`config.mk`:
```
export PLATFORM = sky130hd
export DESIGN_NAME = mem_arbiter_flat
export DESIGN_NICKNAME = d
export VERILOG_FILES = /design/src/rtl/riscv_pkg.sv /design/src/rtl/mem_arbiter_if.sv /design/src/rtl/mem_arbiter_starve_cnt.sv /design/src/rtl/mem_arbiter.sv /design/src/flat_wrapper.sv
export SDC_FILE = /design/constraint.sdc
export NUM_CORES = 1
export LEC_CHECK = 0
export CORE_MARGIN = 2
export CORE_UTILIZATION = 37
export CTS_BUF_LIST = sky130_fd_sc_hd__clkbuf_8
export DETAILED_ROUTE_END_ITERATION = 16
export PLACE_DENSITY = 0.74
export SETUP_SLACK_MARGIN = 0.15
export SLEW_MARGIN = 0
export SYNTH_ARGS = -nofsm -noshare
export SYNTH_HDL_FRONTEND = slang
export SYNTH_HIERARCHICAL = 1
export SYNTH_SLANG_ARGS = --single-unit
```
`constraint.sdc`:
```
create_clock -name clk -period 4.4 [get_ports clk]
set_input_delay 1.1 -clock clk [delete_from_list [all_inputs] [get_ports clk]]
set_output_delay 1.1 -clock clk [all_outputs]
set_load 0.02 [all_outputs]
```
`src/rtl/riscv_pkg.sv`:
```
// Shared types and defaults for the memory arbiter that sits between the
// fetch and MEM stages and the single-port memory.
package riscv_pkg;

    localparam int MAX_CONSEC_DEF = 4;

    typedef enum logic [2:0] {
        IDLE    = 3'd0,
        BUSY_IF = 3'd1,
        BUSY_DM = 3'd2,
        RESP_IF = 3'd3,
        RESP_DM = 3'd4
    } arb_state_e;

endpackage

```
`src/rtl/mem_arbiter_if.sv`:
```
// Bus bundle for the arbiter: fetch port, data port and shared-memory port.
// Handshake: a requester raises *_req and holds it with stable fields until the
// one-cycle *_ready pulse; the arbiter holds mem_valid with stable fields until
// the one-cycle mem_ack pulse.
interface mem_arbiter_if;

    logic        if_req;
    logic [31:0] if_addr;
    logic [31:0] if_rdata;
    logic        if_ready;

    logic        dm_req;
    logic        dm_we;
    logic [31:0] dm_addr;
    logic [31:0] dm_wdata;
    logic [31:0] dm_rdata;
    logic        dm_ready;

    logic        mem_valid;
    logic        mem_we;
    logic [31:0] mem_addr;
    logic [31:0] mem_wdata;
    logic [31:0] mem_rdata;
    logic        mem_ack;

    logic        stall_f;
    logic        stall_m;

    modport slave (
        input  if_req, if_addr, dm_req, dm_we, dm_addr, dm_wdata, mem_rdata, mem_ack,
        output if_rdata, if_ready, dm_rdata, dm_ready,
        output mem_valid, mem_we, mem_addr, mem_wdata, stall_f, stall_m
    );

    modport master (
        output if_req, if_addr, dm_req, dm_we, dm_addr, dm_wdata, mem_rdata, mem_ack,
        input  if_rdata, if_ready, dm_rdata, dm_ready,
        input  mem_valid, mem_we, mem_addr, mem_wdata, stall_f, stall_m
    );

endinterface

```
`src/rtl/mem_arbiter_starve_cnt.sv`:
```
// Counts back-to-back data grants taken while a fetch is waiting, so the
// arbiter can force a fetch grant once the limit is reached.
module arb_starve_cnt #(
    parameter int MAX_CONSEC = riscv_pkg::MAX_CONSEC_DEF
) (
    input  logic       clk,
    input  logic       rst_n,
    input  logic       grant_dm,
    input  logic       grant_if,
    input  logic       if_req,
    output logic [2:0] consec_o,
    output logic       starve_o
);

    localparam logic [2:0] MAX_C = 3'(MAX_CONSEC);

    logic [2:0] consec_q;
    logic [2:0] consec_d;

    always_comb begin
        consec_d = consec_q;
        if (grant_if) begin
            consec_d = 3'd0;
        end else if (grant_dm) begin
            if (!if_req) begin
                consec_d = 3'd0;
            end else if (consec_q < MAX_C) begin
                consec_d = consec_q + 3'd1;
            end
        end
    end

    always_ff @(posedge clk or negedge rst_n) begin
        if (!rst_n) begin
            consec_q <= 3'd0;
        end else begin
            consec_q <= consec_d;
        end
    end

    assign consec_o = consec_q;
    assign starve_o = (consec_q >= MAX_C);

endmodule

```
`src/rtl/mem_arbiter.sv`:
```
// Two-port arbiter onto a single-port memory: data requests win unless a
// waiting fetch has been passed over MAX_CONSEC times in a row.
module mem_arbiter
    import riscv_pkg::*;
#(
    parameter int MAX_CONSEC = MAX_CONSEC_DEF
) (
    input  logic           clk,
    input  logic           rst_n,
    mem_arbiter_if.slave   bus,
    output arb_state_e     state_o,
    output logic [2:0]     consec_o
);

    arb_state_e  state_q, state_d;
    logic        mem_we_q, mem_we_d;
    logic [31:0] mem_addr_q, mem_addr_d;
    logic [31:0] mem_wdata_q, mem_wdata_d;
    logic [31:0] if_rdata_q, if_rdata_d;
    logic [31:0] dm_rdata_q, dm_rdata_d;
    logic        grant_if, grant_dm;
    logic        starve;

    arb_starve_cnt #(.MAX_CONSEC(MAX_CONSEC)) u_starve (
        .clk      (clk),
        .rst_n    (rst_n),
        .grant_dm (grant_dm),
        .grant_if (grant_if),
        .if_req   (bus.if_req),
        .consec_o (consec_o),
        .starve_o (starve)
    );

    always_comb begin
        state_d     = state_q;
        grant_if    = 1'b0;
        grant_dm    = 1'b0;
        mem_we_d    = mem_we_q;
        mem_addr_d  = mem_addr_q;
        mem_wdata_d = mem_wdata_q;
        if_rdata_d  = if_rdata_q;
        dm_rdata_d  = dm_rdata_q;
        case (state_q)
            IDLE: begin
                if (bus.dm_req && (!bus.if_req || !starve)) begin
                    grant_dm    = 1'b1;
                    state_d     = BUSY_DM;
                    mem_we_d    = bus.dm_we;
                    mem_addr_d  = bus.dm_addr;
                    mem_wdata_d = bus.dm_wdata;
                end else if (bus.if_req) begin
                    grant_if    = 1'b1;
                    state_d     = BUSY_IF;
                    mem_we_d    = 1'b0;
                    mem_addr_d  = bus.if_addr;
                end
            end
            BUSY_IF: begin
                if (bus.mem_ack) begin
                    state_d    = RESP_IF;
                    if_rdata_d = bus.mem_rdata;
                end
            end
            BUSY_DM: begin
                if (bus.mem_ack) begin
                    state_d = RESP_DM;
                    // Stores complete without disturbing the last load value.
                    if (!mem_we_q) begin
                        dm_rdata_d = bus.mem_rdata;
                    end
                end
            end
            RESP_IF, RESP_DM: state_d = IDLE;
            default:          state_d = IDLE;
        endcase
    end

    always_ff @(posedge clk or negedge rst_n) begin
        if (!rst_n) begin
            state_q     <= IDLE;
            mem_we_q    <= 1'b0;
            mem_addr_q  <= 32'd0;
            mem_wdata_q <= 32'd0;
            if_rdata_q  <= 32'd0;
            dm_rdata_q  <= 32'd0;
        end else begin
            state_q     <= state_d;
            mem_we_q    <= mem_we_d;
            mem_addr_q  <= mem_addr_d;
            mem_wdata_q <= mem_wdata_d;
            if_rdata_q  <= if_rdata_d;
            dm_rdata_q  <= dm_rdata_d;
        end
    end

    assign bus.mem_valid = (state_q == BUSY_IF) || (state_q == BUSY_DM);
    assign bus.mem_we    = mem_we_q;
    assign bus.mem_addr  = mem_addr_q;
    assign bus.mem_wdata = mem_wdata_q;
    assign bus.if_rdata  = if_rdata_q;
    assign bus.dm_rdata  = dm_rdata_q;
    assign bus.if_ready  = (state_q == RESP_IF);
    assign bus.dm_ready  = (state_q == RESP_DM);
    assign bus.stall_f   = bus.if_req & ~bus.if_ready;
    assign bus.stall_m   = bus.dm_req & ~bus.dm_ready;
    assign state_o       = state_q;

endmodule

```
`src/flat_wrapper.sv`:
```
// flat-port wrapper written by rule: the top's interface ports become plain ports
module mem_arbiter_flat import riscv_pkg::*;
#(
    parameter int MAX_CONSEC = MAX_CONSEC_DEF
)
  (clk, rst_n, state_o, consec_o, bus_if_req, bus_if_addr, bus_dm_req, bus_dm_we, bus_dm_addr, bus_dm_wdata, bus_mem_rdata, bus_mem_ack, bus_if_rdata, bus_if_ready, bus_dm_rdata, bus_dm_ready, bus_mem_valid, bus_mem_we, bus_mem_addr, bus_mem_wdata, bus_stall_f, bus_stall_m);
  mem_arbiter_if bus_i ();
  input  logic clk;
  input  logic rst_n;
  output arb_state_e state_o;
  output logic [2:0] consec_o;
  input wire logic [$bits(bus_i.if_req)-1:0] bus_if_req;
  input wire logic [$bits(bus_i.if_addr)-1:0] bus_if_addr;
  input wire logic [$bits(bus_i.dm_req)-1:0] bus_dm_req;
  input wire logic [$bits(bus_i.dm_we)-1:0] bus_dm_we;
  input wire logic [$bits(bus_i.dm_addr)-1:0] bus_dm_addr;
  input wire logic [$bits(bus_i.dm_wdata)-1:0] bus_dm_wdata;
  input wire logic [$bits(bus_i.mem_rdata)-1:0] bus_mem_rdata;
  input wire logic [$bits(bus_i.mem_ack)-1:0] bus_mem_ack;
  output wire logic [$bits(bus_i.if_rdata)-1:0] bus_if_rdata;
  output wire logic [$bits(bus_i.if_ready)-1:0] bus_if_ready;
  output wire logic [$bits(bus_i.dm_rdata)-1:0] bus_dm_rdata;
  output wire logic [$bits(bus_i.dm_ready)-1:0] bus_dm_ready;
  output wire logic [$bits(bus_i.mem_valid)-1:0] bus_mem_valid;
  output wire logic [$bits(bus_i.mem_we)-1:0] bus_mem_we;
  output wire logic [$bits(bus_i.mem_addr)-1:0] bus_mem_addr;
  output wire logic [$bits(bus_i.mem_wdata)-1:0] bus_mem_wdata;
  output wire logic [$bits(bus_i.stall_f)-1:0] bus_stall_f;
  output wire logic [$bits(bus_i.stall_m)-1:0] bus_stall_m;
  assign bus_i.if_req = bus_if_req;
  assign bus_i.if_addr = bus_if_addr;
  assign bus_i.dm_req = bus_dm_req;
  assign bus_i.dm_we = bus_dm_we;
  assign bus_i.dm_addr = bus_dm_addr;
  assign bus_i.dm_wdata = bus_dm_wdata;
  assign bus_i.mem_rdata = bus_mem_rdata;
  assign bus_i.mem_ack = bus_mem_ack;
  assign bus_if_rdata = bus_i.if_rdata;
  assign bus_if_ready = bus_i.if_ready;
  assign bus_dm_rdata = bus_i.dm_rdata;
  assign bus_dm_ready = bus_i.dm_ready;
  assign bus_mem_valid = bus_i.mem_valid;
  assign bus_mem_we = bus_i.mem_we;
  assign bus_mem_addr = bus_i.mem_addr;
  assign bus_mem_wdata = bus_i.mem_wdata;
  assign bus_stall_f = bus_i.stall_f;
  assign bus_stall_m = bus_i.stall_m;
  mem_arbiter #(.MAX_CONSEC(MAX_CONSEC)) u_core (.clk(clk), .rst_n(rst_n), .bus(bus_i), .state_o(state_o), .consec_o(consec_o));
endmodule
```
---- Yosys cells after proc, flatten, opt, wreduce, memory -nomap -nowiden ----
Index checks and enable logic that the tools add are counted.
word-level totals
  bits in registers ....................... 135
  latch bits .............................. 0
  memory bits (writable) .................. 0
  memory bits (read-only) ................. 0
  input bits .............................. 134
  output and inout port bits .............. 140
  word-level logic and storage cells ...... 55
  memories ................................ 0
cells by class
  add/sub/neg operators ................... 1
  multipliers ............................. 0
  divide/modulo/power cells ............... 0
  magnitude comparators ................... 2
  eq/ne operators ......................... 8
  shift operators ......................... 0
  muxes and demuxes ....................... 18
  bitwise gates (word level) .............. 5
  reduce and logical (&&, ||, !) cells .... 14
operators by type and width
  kind                   count
  $mux W32               2
  $mux W3                8
  $pmux W3 S3            1
  $reduce_and A2 Y1      4
  $mux W1                7
  $eq A3 B2 Y1 const B   2
  $reduce_and A3 Y1      2
  $ne A2 B2 Y1 const B   2
  $reduce_bool A2 Y1     2
  $add A3 B1 Y3 const B  1
  $eq A3 B1 Y1 const B   1
  $eq A3 B3 Y1 const B   1
  $ge A3 B3 Y1 const B   1
  $logic_not A3 Y1       1
  $lt A3 B3 Y1 const B   1
  $ne A3 B1 Y1 const B   1
  $ne A3 B2 Y1 const B   1
  $not A1 Y1             3
  $and A1 B1 Y1          2
  $logic_not A1 Y1       2
  $logic_or A1 B1 Y1     2
  $logic_and A1 B1 Y1    1

---- Depth between registers and ports, before layout ----
Gate-level depths: netlist (run 1).
  depth after elaboration ................. 8
  mapped depth ............................ 9
  gate-level depth less buffers ........... 5

---- By module ----
Netlist (run 1), hierarchy kept.
by module, submodules not included
  module          instances  cells an instance  area each (um^2)  seq. area each (um^2)
  mem_arbiter     1          354                5424.0            3303.2
  arb_starve_cnt  1          18                 187.7             75.1

---- Worst setup path after synthesis (run 1) ----
Ideal clock, no wire load.
  path type ............................... input to output
  from .................................... input bus_if_req
  to ...................................... output bus_stall_f
  arrival time ............................ 1.747 ns
  data required time ...................... 3.300 ns
  slack ................................... 1.553 ns
  stages .................................. 3
  buffers on the path ..................... 1
  cells stage by stage .................... clkinv_1 > clkbuf_1 > nor2_1
between the ends
  longest elaborated chain between the ends .. 1
RTL lines
  what           line                text
  from (decl)    flat_wrapper.sv:12  input wire logic [$bits(bus_i.if_req)-1:0] bus_if_req;
  $and A1 B1 Y1  mem_arbiter.sv:104  assign bus.stall_f = bus.if_req & ~bus.if_ready;
  to (decl)      flat_wrapper.sv:28  output wire logic [$bits(bus_i.stall_f)-1:0] bus_stall_f;
Every way passes these cells.

---- Worst setup path after layout (run 1) ----
Ends and elaborated chain as after synthesis.

==> summary.md, run 1 <==
| Metric | Value |
|---|---|
| Routed vias | 4238 |
| Detailed-route DRC error count | 0 |
| RSZ-0062 raised after global routing | false |
| Clk_lat worst skew | 0.43 ns |
| Post-synthesis cell count | 372 |
| Final setup TNS | 0 ns |
| Post-synth EDFFs | 0 |
| Io pins | 274 |
| Achievable Freq | 260 MHz |
| Final Instance Area | 8850 sq um |
| Post-synth top area share | 0.602 |
| Initial antenna violation count | 0 |
| Die W | 127 um |
| Placement row count | 45 |
| Final wirelength | 15500 um |
| Syn-to-layout area delta | 57.8% |
| Initial core utilization | 0.373 |
| Period utilisation layout | 0.873 |
| Crit-path max FO | 8 |
| Max Buffers Root-to-Sink | 2 |
| Die height | 127 um |
| N_diodes | 0 |
| CTS root buffer | clkbuf_8 |
| CTS Buf Count | 17 |
| Core Footprint | 15000 sq um |
| Final worst slack | 0.560 ns |
| DP Wirelength | 11400 um |
| Layout cells sized above 1 | 0.207 |
| Area leader, netlist | dfrtp_1 |
| WP data required | 3.30 ns |
| Cell Area, Placed | 8480 sq um |
| Dpl ws | 0.585 ns |
| Nets | 776 |
| Sink Count | 135 |
| CP Class | in -> out |
| Vias in the first global route | 4629 |
| Final Setup Violations | 0 |
| Post CTS Setup Buffer Count | 0 |
| VDD IR max | 0.322 mV |
| Crit-path slowest cell | clkdlybuf4s50_1 |
| CP Capture Type | output port |
| Final Skew | 0.00677 ns |
| Worst-margin pin slew | 0.848 ns |
| Post-cts sizing count | 0 |
| Vias/cell | 5.05 |
| Status | finished, final reports clean |
| Headroom to the max-slew limit | 0.435 |
| Top cells by area, synth | dfrtp_1 60%, mux2_2 12%, mux2_4 7.8% |
| Iter 0 DRT Violations | 140 |
| 1st-pass router iterations | 4 |
| Pin count of the biggest net entering global routing | 78 |
| Asr flop ratio synth | 1.00 |
| LEAKAGE | 3.69 nW |
| Endpoints failing hold | 0 |
| Die ar. | 16200 sq um |
| P per Cell Area | 770 nW/um^2 |
| H-Tree Depth | 4 |
| Most used cell, CP | clkdlybuf4s50_1 |
| Slew Limit Fails | 0 |
| Drt wl/cell | 18.5 um |
| Avg Cell Area, Syn | 15.1 sq um |
| Cts hold-fix bufs | 0 |
| Crit path cell chain | clkdlybuf4s50_1 -> clkinv_1 -> nor2_1 -> clkdlybuf4s50_1 |
| Max cap viols | 0 |
| First-pass GRT wire length | 24300 um |
| Post-synth net total | 508 |
| TritonCTS clock tree | yes |
| Filler cells | 1202 |
| Reg-to-reg slack, setup | 1.97 ns |
| Critical Path Start Type | input pin |
| Worst EP arrival | 2.74 ns |
| Max incr delay on CP | 0.65 ns |
| Hold Path Class | reg -> reg |
| Tmin final | 3.84 ns |
| Post-synthesis cell type count | 38 |
| Final hold slack | 0.492 ns |
| Worst-path clk slew | 0.07 ns |
| Synthesized area | 5610 sq um |
| Final ANT Viol Nets | 0 |
| Post-synthesis sequential area ratio | 0.602 |
| Synth Flop Type | dfrtp_1 |
| FF+latch count, synth | 135 |
| Total gr overflow | 0 |
| GPL Wtd Cong | 0.840 |
| GRT Resource Usage Total | 0.192 |
| IO buf count | 273 |
| Synth warn | 6 |
| Finished Core Util | 0.589 |
-- layer usage --
layer,GRT usage,vias to the layer above,part of all wire
li1,-,1927,-
met1,0.216,2117,0.39
met2,0.337,176,0.51
met3,0.0737,18,0.078
met4,0.0646,0,0.017
met5,0,-,0
-- final cells by class --
type,instances,area (sq um),area share
flip-flops and latches,135,3380,0.382
repair buffers,281,2800,0.317
multi-input cells,199,2040,0.231
clock buffers,19,262,0.0295
well taps,188,235,0.0266
clock inverters,11,110,0.0124
inverters,6,22.5,0.00254
-- logic make-up after synthesis --
family / Yosys count / synth area share
xor gates and xnor gates: 1 / 0.00156
DFF: 135 / 0.602
muxes: 96 / 0.212
and+or+nand+nor: 25 / 0.0292
buffers and inverters: 38 / 0.0350
adders and majority gates: 2 / 0.00446
AOI/OAI and AO/OA: 75 / 0.116
-- power breakdown --
| group | switching, mW | total (mW) | leakage (nW) | internal, mW |
|---|---|---|---|---|
| registers | 0.378 | 2.24 | 1.58 | 1.86 |
| logic | 1.67 | 3.61 | 1.90 | 1.94 |
| clock network | 0.453 | 0.972 | 0.203 | 0.519 |
-- sequential cells by signal (all words and copies together), names as in the netlist --
| signal | cells |
|---|---|
| u_core/state_o | 3 |
| u_core/bus.mem_wdata | 32 |
| u_core/bus.if_rdata | 32 |
| u_core/bus.mem_we | 1 |
| u_core/bus.dm_rdata | 32 |
| u_core/u_starve/consec_o | 3 |
| u_core/bus.mem_addr | 32 |
-- cells in the mapped netlist, types with 2 or more instances --
cell type	instances
nor3_1	2
mux2_4	29
nand2_1	2
nor2_1	5
buf_4	3
dfrtp_1	135
buf_2	9
inv_1	5
nor2b_1	4
mux2_1	5
o32ai_1	32
ha_1	2
nand2b_1	3
and2_1	2
buf_6	4
clkbuf_1	15
o21ai_0	2
a2bb2oi_1	32
mux2_2	62
-- final timing paths --
check	startpoint	end	depth (start not counted)
worst max-delay path	bus_if_req	bus_stall_f	4
worst min-delay path	u_core/bus.if_rdata[3]	u_core/bus.if_rdata[3]	1
worst max register to register	u_core/state_o[2]	u_core/bus.mem_wdata[17]	5
worst min register to register	u_core/bus.if_rdata[3]	u_core/bus.if_rdata[3]	1
max in group asynchronous	rst_n	u_core/bus.dm_rdata[28]	2
min in group asynchronous	rst_n	u_core/bus.mem_wdata[24]	1
-- worst max-delay path: cells and delay by family --
family | cells | cell delay [ns]
buffers and inverters | 3 | 1.44
AND/OR/NAND/NOR | 1 | 0.19
-- placed cells by master (no fill, tap or decap), drive strengths merged --
cell	synthesis	final
a211oi	1	1
a21bo	1	1
a21boi	1	1
a21oi	1	1
a2bb2oi	32	32
a31oi	1	1
and2	2	2
and3	1	1
and4	1	1
buf	16	9
bufinv	0	2
clkbuf	16	19
clkdlybuf4s50	0	272
clkinv	1	8
dfrtp	135	135
ha	2	2
inv	5	7
mux2	96	96
nand2	2	2
nand2b	3	3
nand3	1	1
nand3b	1	1
nor2	5	5
nor2b	4	4
nor3	3	3
nor4	1	1
o21a	1	1
o21ai	2	2
o221ai	1	1
o22ai	1	1
o32ai	33	33
or2	1	1
xnor2	1	1
-- metrics by stage --
step                      power, mW  std cells
after floorplan                4.18        372
after global placement         5.80        809
after detailed placement       5.89        809
after CTS                      6.90        839
after global routing           7.18        839
final                          6.82        839
No activity file was read; power rests on OpenSTA's default activity.
==> run 2, diff against run 1 <==
GPL_TIMING_DRIVEN = 0   (was not set)
==> summary.md, run 2 (synthesized netlist as in run 1, its figures left out) <==
| Metric | Value |
|---|---|
| Slew Limit Fails | 0 (unchanged) |
| Detailed-route DRC error count | 0 (unchanged) |
| Worst-margin pin slew | 0.713 ns (-0.134 ns) |
| Pin count of the biggest net entering global routing | 77 (-1.3%) |
| Layout cells sized above 1 | 0.208 (+0.000899) |
| Hold Path Class | reg -> reg |
| DP Wirelength | 11800 um (+3.1%) |
| Critical path startpoint | bus_if_req |
| Critical Path Start Type | input pin |
| Worst EP arrival | 2.97 ns (+0.23 ns) |
| Final hold slack | 0.487 ns (-0.00529 ns) |
| Final Skew | 0.00988 ns (+0.00311 ns) |
| Iter 0 DRT Violations | 183 (+31%) |
| VDD IR max | 0.333 mV (+3.2%) |
| Power Total | 6.81 mW (-0.22%) |
| IO buf count | 273 (unchanged) |
| Max Buffers Root-to-Sink | 2 (unchanged) |
| Routed vias | 4351 (+2.7%) |
| Initial antenna violation count | 0 (unchanged) |
| Dpl cells | 834 (+3.1%) |
| Max cap viols | 0 (unchanged) |
| GPL Wtd Cong | 0.796 (-5.3%) |
| Initial core utilization | 0.373 (unchanged) |
| Commonest non-fill, non-tap cell in the layout | clkdlybuf4s50_1 |
| Hold depth | 1 (unchanged) |
| Period utilisation layout | 0.924 (+0.0513) |
| TritonCTS clock tree | yes |
| Core Footprint | 15000 sq um (unchanged) |
| Tmin final | 4.07 ns (+0.226 ns) |
| WP data required | 3.30 ns (about the same) |
| Final Setup Violations | 0 (unchanged) |
| P per Cell Area | 759 nW/um^2 (-1.4%) |
| CP Class | in -> out |
| Worst Reg-to-Reg Cells | 9 (+4) |
| Total gr overflow | 0 (unchanged) |
| Commonest non-fill, non-tap cells in the layout | 272 x clkdlybuf4s50_1, 135 x dfrtp_1, 62 x mux2_2 |
| Endpoints failing hold | 0 (unchanged) |
| Final Instance Area | 8960 sq um (+1.2%) |
| Vias in the first global route | 4808 (+3.9%) |
| Final worst slack | 0.334 ns (-0.226 ns) |
| Syn-to-layout area delta | 59.7% |
| 1st-pass router iterations | 4 (unchanged) |
| Nets | 801 (+3.2%) |
| Placement row count | 45 (unchanged) |
| Vias/cell | 5.02 (-0.53%) |
| RSZ-0062 raised after global routing | false |
| Die W | 127 um (unchanged) |
| Dpl ws | 0.207 ns (-0.378 ns) |
| First-pass GRT wire length | 24600 um (+1.1%) |
| Headroom to the max-slew limit | 0.525 (+0.0896) |
| Worst r2r src | u_core/u_starve/consec_o[2] |
| LEAKAGE | 3.76 nW (+1.9%) |
| Clk_lat worst skew | 0.43 ns (about the same) |
| CP Capture Type | output port |
| CTS Buf Count | 17 (unchanged) |
| CTS root buffer | clkbuf_8 |
| Worst-path clk slew | 0.06 ns (about the same) |
| Crit-path max FO | 10 (+2) |
| H-Tree Depth | 4 (unchanged) |
| Sink Count | 135 (unchanged) |
| Cts hold-fix bufs | 0 (unchanged) |
| Hold path start | u_core/bus.if_rdata[20] |
| Cell Area, Placed | 8610 sq um (+1.5%) |
| Achievable Freq | 246 MHz (-5.6%) |
| Die height | 127 um (unchanged) |
| Final wirelength | 15600 um (+0.54%) |
| Final std cells w/o fill | 866 (+3.2%) |
| GRT Resource Usage Total | 0.194 (+0.00167) |
| Drt wl/cell | 18.0 um (-2.6%) |
| Die ar. | 16200 sq um (unchanged) |
| Io pins | 274 (unchanged) |
| Status | finished, final reports clean |
| Final ANT Viol Nets | 0 (unchanged) |
[run 2: per-layer routing]
| layer | track usage | part of all wire | up-vias |
|---|---|---|---|
| met2 | 0.327 | 0.49 | 193 |
| met5 | 0 | 0 | - |
| li1 | - | - | 1981 |
| met4 | 0.0834 | 0.024 | 0 |
| met3 | 0.0691 | 0.085 | 26 |
| met1 | 0.225 | 0.40 | 2151 |
[run 2: stage by stage]
stage	utilization	setup TNS, ns
detailed placement	0.573	0
global route	0.596	0
CTS	0.596	0
global placement	0.571	-397.32
finish	0.596	0
floorplan	-	0
[run 2: repair_timing]
item | in CTS | in global routing
buffers inserted | 0 | 0
gates resized for setup | 0 | 1
setup endpoints to repair | 0 | 1
[run 2: cell type report]
cell class / instances / area, sq um
fill: 1178 / 6070
timing repair buffer: 274 / 2760
clock buffer: 19 / 262
sequential: 135 / 3380
clock inverter: 12 / 91.3
multi-input combinational: 199 / 2040
tap: 188 / 235
antenna: 1 / 2.50
inverter: 6 / 22.5
buffer: 32 / 174
[run 2: path summary, 6_finish.rpt]
path / to / slack (ns)
max in group asynchronous: u_core/bus.dm_rdata[12] / 2.93
setup / recovery: bus_stall_f / 0.33
hold reg to reg: u_core/bus.if_rdata[20] / 0.49
min in group asynchronous: u_core/bus.mem_wdata[30] / 0.70
hold / removal: u_core/bus.if_rdata[20] / 0.49
setup reg to reg: u_core/u_starve/consec_o[1] / 2.41
[run 2: worst max-delay path: stages]
cell and delay (ns):
clkdlybuf4s50_1 0.67, inv_2 0.14, clkbuf_1 0.26, nor2_1 0.17
clkdlybuf4s50_1 0.62
[run 2: report_power, final]
group | switching (mW) | total, mW | internal [mW]
Sequential | 0.340 | 2.20 | 1.86
Clock | 0.451 | 0.913 | 0.462
Combinational | 1.71 | 3.69 | 1.98
Total | 2.50 | 6.81 | 4.31
